## src/rtl/memory_bus_arbiter_pkg.sv

```systemverilog
// Shared definitions for the memory bus arbiter: state encoding, owner ids, default widths.
package memory_bus_arbiter_pkg;

    localparam int unsigned ADDR_WIDTH_DEF = 8;
    localparam int unsigned DATA_WIDTH_DEF = 8;
    localparam int unsigned BURST_CNT_W    = 4;

    typedef enum logic [2:0] {
        ST_IDLE     = 3'd0,
        ST_CPU_ACC  = 3'd1,
        ST_CPU_RESP = 3'd2,
        ST_DMA_ACC  = 3'd3,
        ST_DMA_RESP = 3'd4
    } arb_state_e;

    localparam logic OWNER_CPU = 1'b0;
    localparam logic OWNER_DMA = 1'b1;

    // DMA wins an IDLE arbitration if locked, alone, or the CPU was served last.
    function automatic logic dma_wins(input logic lock_active, input logic cpu_req,
                                      input logic dma_req, input logic last_owner);
        return dma_req & (lock_active | ~cpu_req | (last_owner == OWNER_CPU));
    endfunction

endpackage

```

## src/rtl/memory_bus_arbiter.sv

```systemverilog
// Round-robin arbiter sharing a single-port memory between the CPU and a DMA requester,
// with a bounded DMA burst lock and a one-cycle done pulse per access.
module memory_bus_arbiter
    import memory_bus_arbiter_pkg::*;
#(
    parameter int unsigned ADDR_WIDTH = ADDR_WIDTH_DEF,
    parameter int unsigned DATA_WIDTH = DATA_WIDTH_DEF,
    parameter int unsigned MAX_BURST  = 4
) (
    input  logic                  clock,
    input  logic                  reset,
    input  logic                  cpu_req,
    input  logic                  cpu_write,
    input  logic [ADDR_WIDTH-1:0] cpu_addr,
    input  logic [DATA_WIDTH-1:0] cpu_wdata,
    output logic                  cpu_grant,
    output logic                  cpu_done,
    output logic [DATA_WIDTH-1:0] cpu_rdata,
    output logic                  cpu_stall,
    input  logic                  dma_req,
    input  logic                  dma_lock,
    input  logic                  dma_write,
    input  logic [ADDR_WIDTH-1:0] dma_addr,
    input  logic [DATA_WIDTH-1:0] dma_wdata,
    output logic                  dma_grant,
    output logic                  dma_done,
    output logic [DATA_WIDTH-1:0] dma_rdata,
    output logic [ADDR_WIDTH-1:0] mem_addr,
    output logic [DATA_WIDTH-1:0] mem_wdata,
    output logic                  memory_read,
    output logic                  memory_write,
    input  logic [DATA_WIDTH-1:0] mem_rdata
);

    arb_state_e             state_q, state_d;
    logic                   last_owner_q, last_owner_d;
    logic                   lock_active_q, lock_active_d;
    logic [BURST_CNT_W-1:0] burst_cnt_q, burst_cnt_d;
    logic [ADDR_WIDTH-1:0]  addr_q, addr_d;
    logic [DATA_WIDTH-1:0]  wdata_q, wdata_d;
    logic                   write_q, write_d;
    logic [DATA_WIDTH-1:0]  cpu_rdata_q, cpu_rdata_d;
    logic [DATA_WIDTH-1:0]  dma_rdata_q, dma_rdata_d;
    logic                   grant_dma;
    logic                   burst_more;

    // State and datapath registers; reset aborts any in-flight access.
    always_ff @(posedge clock) begin
        if (!reset) begin
            state_q       <= ST_IDLE;
            last_owner_q  <= OWNER_DMA;
            lock_active_q <= 1'b0;
            burst_cnt_q   <= '0;
            addr_q        <= '0;
            wdata_q       <= '0;
            write_q       <= 1'b0;
            cpu_rdata_q   <= '0;
            dma_rdata_q   <= '0;
        end else begin
            state_q       <= state_d;
            last_owner_q  <= last_owner_d;
            lock_active_q <= lock_active_d;
            burst_cnt_q   <= burst_cnt_d;
            addr_q        <= addr_d;
            wdata_q       <= wdata_d;
            write_q       <= write_d;
            cpu_rdata_q   <= cpu_rdata_d;
            dma_rdata_q   <= dma_rdata_d;
        end
    end

    // Next-state: arbitration, request latching, read capture and burst-lock bookkeeping.
    always_comb begin
        state_d       = state_q;
        last_owner_d  = last_owner_q;
        lock_active_d = lock_active_q;
        burst_cnt_d   = burst_cnt_q;
        addr_d        = addr_q;
        wdata_d       = wdata_q;
        write_d       = write_q;
        cpu_rdata_d   = cpu_rdata_q;
        dma_rdata_d   = dma_rdata_q;
        grant_dma     = dma_wins(lock_active_q, cpu_req, dma_req, last_owner_q);
        burst_more    = (5'(burst_cnt_q) + 5'd1) < 5'(MAX_BURST);

        case (state_q)
            ST_IDLE: begin
                // A lock whose owner went quiet is released before arbitrating.
                if (lock_active_q && !dma_req) begin
                    lock_active_d = 1'b0;
                    burst_cnt_d   = '0;
                end
                if (grant_dma) begin
                    state_d = ST_DMA_ACC;
                    addr_d  = dma_addr;
                    wdata_d = dma_wdata;
                    write_d = dma_write;
                end else if (cpu_req) begin
                    state_d = ST_CPU_ACC;
                    addr_d  = cpu_addr;
                    wdata_d = cpu_wdata;
                    write_d = cpu_write;
                end
            end
            ST_CPU_ACC: begin
                state_d = ST_CPU_RESP;
                if (!write_q) begin
                    cpu_rdata_d = mem_rdata;
                end
            end
            ST_CPU_RESP: begin
                state_d      = ST_IDLE;
                last_owner_d = OWNER_CPU;
            end
            ST_DMA_ACC: begin
                state_d = ST_DMA_RESP;
                if (!write_q) begin
                    dma_rdata_d = mem_rdata;
                end
            end
            ST_DMA_RESP: begin
                state_d      = ST_IDLE;
                last_owner_d = OWNER_DMA;
                if (dma_lock && burst_more) begin
                    lock_active_d = 1'b1;
                    burst_cnt_d   = burst_cnt_q + BURST_CNT_W'(1);
                end else begin
                    lock_active_d = 1'b0;
                    burst_cnt_d   = '0;
                end
            end
            default: begin
                state_d = ST_IDLE;
            end
        endcase
    end

    // Outputs are decodes of registered state and latched request fields.
    assign cpu_grant    = (state_q == ST_CPU_ACC) || (state_q == ST_CPU_RESP);
    assign dma_grant    = (state_q == ST_DMA_ACC) || (state_q == ST_DMA_RESP);
    assign cpu_done     = (state_q == ST_CPU_RESP);
    assign dma_done     = (state_q == ST_DMA_RESP);
    assign memory_read  = ((state_q == ST_CPU_ACC) || (state_q == ST_DMA_ACC)) && !write_q;
    assign memory_write = ((state_q == ST_CPU_ACC) || (state_q == ST_DMA_ACC)) && write_q;
    assign mem_addr     = addr_q;
    assign mem_wdata    = wdata_q;
    assign cpu_rdata    = cpu_rdata_q;
    assign dma_rdata    = dma_rdata_q;
    assign cpu_stall    = cpu_req && !cpu_done;

endmodule

```

## config.mk

```make
export PLATFORM = sky130hd
export DESIGN_NAME = memory_bus_arbiter
export DESIGN_NICKNAME = d
export VERILOG_FILES = /design/src/rtl/memory_bus_arbiter_pkg.sv /design/src/rtl/memory_bus_arbiter.sv
export SDC_FILE = /design/constraint.sdc
export NUM_CORES = 1
export LEC_CHECK = 0
export CAP_MARGIN = 20
export CORE_UTILIZATION = 25
export DETAILED_ROUTE_END_ITERATION = 7
export SYNTH_ARGS = -nofsm -noshare
export SYNTH_HDL_FRONTEND = slang
export SYNTH_SLANG_ARGS = --single-unit
```

## constraint.sdc

```tcl
create_clock -name clock -period 4.37 [get_ports clock]
set_clock_uncertainty 0.2 [all_clocks]
set_input_delay 0.6555 -clock clock [delete_from_list [all_inputs] [get_ports clock]]
set_output_delay 0.6555 -clock clock [all_outputs]
set_load 0.05 [all_outputs]
```

; After elaboration in Yosys (flattened, before gate mapping)
; Index checks and enable logic that the tools add are counted.
; W data, S select, Z words.
[word_totals]
ff_bits = 42
latchBits = 0
ram_bits = 0
mem_bits_ro = 0
word_cells = 59
n_memories = 0
[classes]
n_addsub = 2
n_mul = 0
div = 0
n_lt_le_gt_ge = 1
n_eq_ne = 6
shift = 0
mux = 16
bitwise_logic = 6
n_reduce_logical = 19
[op_table]
columns = cell, n
row1 = $mux W8, 4
row2 = $pmux W3 S3, 1
row3 = $mux W4, 2
row4 = $pmux W4 S2, 1
row5 = $reduce_and A2 Y1, 4
row6 = $eq A3 B2 Y1 const B, 2
row7 = $mux W3, 2
row8 = $reduce_bool A2 Y1, 3
row9 = $add A4 B1 Y5 const B, 1
row10 = $logic_and A1 B1 Y1, 5
row11 = $lt A5 B3 Y1 const B, 1
row12 = $add A4 B1 Y4 const B, 1
row13 = $mux W1, 4
row14 = $pmux W1 S2, 2
row15 = $eq A3 B1 Y1 const B, 1
row16 = $eq A3 B3 Y1 const B, 1
row17 = $logic_not A1 Y1, 3
row18 = $logic_not A3 Y1, 1
row19 = $logic_or A1 B1 Y1, 3
row20 = $ne A3 B3 Y1 const B, 1
row21 = $not A1 Y1, 3
row22 = $ne A2 B2 Y1 const B, 1
row23 = $or A1 B1 Y1, 2
row24 = $and A1 B1 Y1, 1

; Depth between registers and ports, before layout
[logic_depth]
word_depth = 6
depth_mapped = 6
ltp_nobuf = 5

; Worst setup path after synthesis
; No wires, ideal clock.
[synth_timing]
kind = reg-to-output
start = register state_q[1]
end = output port cpu_stall
arrival_ns = 2.399
required_ns = 3.514
slack_ns = 1.115
stages_incl_launch_ff = 4
n_path_buf = 1
cell_sequence = dfxtp_1 -> buf_2 -> nor3b_1 -> nor2b_1
[synth_via]
elab_chain_len = 3
[synth_rtl]
columns = element, line_no
row1 = start: declaration, memory_bus_arbiter.sv:35  ; arb_state_e state_q, state_d;
row2 = start signal: assignment, memory_bus_arbiter.sv:60  ; state_q <= state_d;
row3 = $eq A3 B2 Y1, memory_bus_arbiter.sv:141  ; assign cpu_done = (state_q == ST_CPU_RESP);
row4 = named net cpu_done, memory_bus_arbiter.sv:17  ; output logic cpu_done,
row5 = $logic_not A1 Y1, memory_bus_arbiter.sv:149  ; assign cpu_stall = cpu_req && !cpu_done;
row6 = $logic_and A1 B1 Y1, memory_bus_arbiter.sv:149
row7 = end: declaration, memory_bus_arbiter.sv:19  ; output logic cpu_stall,
; The timed path passes the listed nets, and every way through them passes these cells.

; Worst setup path in the final report
[layout_timing]
start = register state_q[1]
end = output port cpu_done
[layout_via]
elab_chain_len = 1
[layout_rtl]
columns = element, line_no
row1 = $eq A3 B2 Y1, memory_bus_arbiter.sv:141
row2 = end: declaration, memory_bus_arbiter.sv:17
; Every way passes these cells.

==> impl_metrics.yaml <==
final_layout:
  drive_gt1_frac: 0.0403
  final_common_cell: "clkdlybuf4s50_1"
  fill_cells: 710
  nets: 347
  fin_util: 0.400
  final_area_sq_mm: 0.00270
  layout_common_cells: "85 x clkdlybuf4s50_1, 73 x nand2_1, 42 x dfxtp_1"
  num_antenna_cells: 0
  area_growth_pct: 54.8
yosys:
  async_reset_ff_frac: 0
  netlist.area_leader.share: 0.482
  avgSynthCellArea_sq_um: 7.93
  seq_area_frac_synth: 0.482
  yosysWarnings: 0
  synth_top_cell_by_area: "dfxtp_1"
  synth_cell_types: 34
  synth_edf_count: 0
  syn-cell-area_sq_mm: 0.00175
  syn_inst: 220
  syn_nets: 268
  synth_flop_cell: "dfxtp_1"
  synth-seq-cells: 42
  synth_area_leaders: "dfxtp_1 48%, nand2_1 16%, a31oi_1 6.1%, a21oi_1 5.2%, o21ai_1 3.7%"
grt:
  antenna_found_initial: 0
  use_met2: 0.200
  first_global_vias: 1613
  track_usage: 0.132
  grt_pass1_wl_microns: 7640
  grt-busiest-layer: "met2"
  grt-ovfl-total: 0
  grt_max_degree: 35
  use_met3: 0.0568
  gr-usage-met1: 0.168
clocking:
  cts_tree: "built"
  cts_num_sinks: 42
  cts_hold_buf: 0
  post_cts_resized: 0
  cts_buffer_depth: 2
  path_clk_slew_ns: 0.07
  cts_buffers: 5
  clkLatencyLatePin_ns: 0.28
  cts_root_buf: "clkbuf_8"
  cts.htree.levels: 2
  post_cts.repair.setup_buffers: 0
setup_path:
  cp_cell_sequence: "nor3b_1 -> clkdlybuf4s50_1"
  crit_path_end_kind: "output port"
  worstSetupPathType: "reg2out"
  reg2regPathDepth: 4
  crit_path_max_fanout: 12
  critPathLaunchType: "flop"
  critical_path_cell_count: 2
  cp.required_ns: 3.51
  arrival_ns: 2.15
  critical-path-max-stage-delay_ns: 0.88
  cp_num_buf_inv: 1
  cp_slowest_cell: "clkdlybuf4s50_1"
  crit_family: "buffers and inverters"
min_path:
  whs_path_depth: 2
  hp-class: "reg2reg"
detailed_routing:
  drt_iter0_markers: 83
  drcViolationCount: 0
  wl_microns: 4590
  drt-pass1-iter-count: 4
  vias_per_cell: 4.56
  detail-route-antenna-nets: 0
  wl_per_cell_microns: 12.2
  vias: 1722
timing:
  fin_tns_setup_ns: 0
  setup_viol: 0
  rsz0062_at_grt: "false"
  hold_viol: 0
  clock.fmax_ghz: 0.333
  fin_crit_sh: 0.688
  min_period_ns: 3.01
  maxSlewHeadroom: 0.510
  slew_violations: 0
  tightest_slew_ns: 0.735
power_and_ir_drop:
  vdd_ir_drop_max_mv: 0.162
  pwr_density_cell_mw_per_mm2: 367
  power_leakage_nw: 1.00
  finalPower_uw: 991
floorplanning:
  die_width_microns: 85.6
  start_util: 0.258
  dieArea_sq_mm: 0.00732
  io_pins: 86
  die_y_microns: 85.6
  coreArea_sq_mm: 0.00676
  std_cell_rows: 30
placed_design:
  postPlaceCellArea_sq_mm: 0.00262
  gp_congestion: 0.724
  port_buffers: 85
  dp_hpwl_microns: 3300
job:
  maxCapViolations: 0
outcome:
  status: "finished clean"
state kept, by name, summed over array words and instances, names as in the netlist:
register	flops
state_q	3
dma_rdata	8
mem_addr	8
mem_wdata	8
last_owner_q	1
burst_cnt_q	4
write_q	1
cpu_rdata	8
lock_active_q	1
metrics by stage:
stage / setup WS (ns) / hold slack (ns) / std cells
2_1_floorplan: 1.12 / 0.248 / 220
3_3_place_gp: 1.43 / 0.245 / 372
3_5_place_dp: 1.41 / 0.248 / 372
4_1_cts: 1.39 / 0.258 / 378
5_1_grt: 1.27 / 0.276 / 378
6_report: 1.36 / 0.257 / 378
synth_stat cells, drive strengths merged (2+ instances only):
master  number
nand2       73
nor4         2
nand2b       3
nor2b        3
inv          2
clkbuf       4
nor3b        2
buf         11
a31oi       17
and2         2
a21oi       18
and3         2
nor2         6
o21ai       21
dfxtp       42
tightest hold or removal path: stages, from the launching register on:
cell and delay, ns:
dfxtp_1 0.31, nand2_1 0.05, a21oi_1 0.05
power by group:
group / total (mW) / internal [mW] / switching [mW]
sequential: 0.436 / 0.414 / 0.0218
clock: 0.242 / 0.122 / 0.120
combinational: 0.313 / 0.121 / 0.192
worst paths after layout:
check	from	to	slack [ns]
worst min register to register	dma_rdata[6]	dma_rdata[6]	0.26
worst min-delay path	dma_rdata[6]	dma_rdata[6]	0.26
worst max register to register	state_q[0]	cpu_rdata[3]	2.42
worst max-delay path	state_q[1]	cpu_done	1.36
final cells by class:
type | count | area (sq um) | share of cell area
clock buffers | 6 | 82.6 | 0.0306
multi-input cells | 160 | 801 | 0.296
repair buffers | 87 | 866 | 0.321
inverters | 3 | 11.3 | 0.00417
well taps | 80 | 100 | 0.0371
flip-flops and latches | 42 | 841 | 0.311
metal layers:
| layer | up-vias | part of all wire |
|---|---|---|
| met1 | 743 | 0.47 |
| met4 | 0 | 0.0083 |
| met5 | - | 0 |
| met2 | 72 | 0.42 |
| li1 | 902 | - |
| met3 | 5 | 0.10 |
cell families after synthesis:
logic type      after synthesis  share of synthesized area
simple gates                100                      0.262
compound gates               58                      0.184
flops                        42                      0.482
buf+inv                      18                     0.0595
xor+xnor                      1                    0.00502
fa+ha+maj                     1                    0.00717
(Power assumes the default switching activity.)
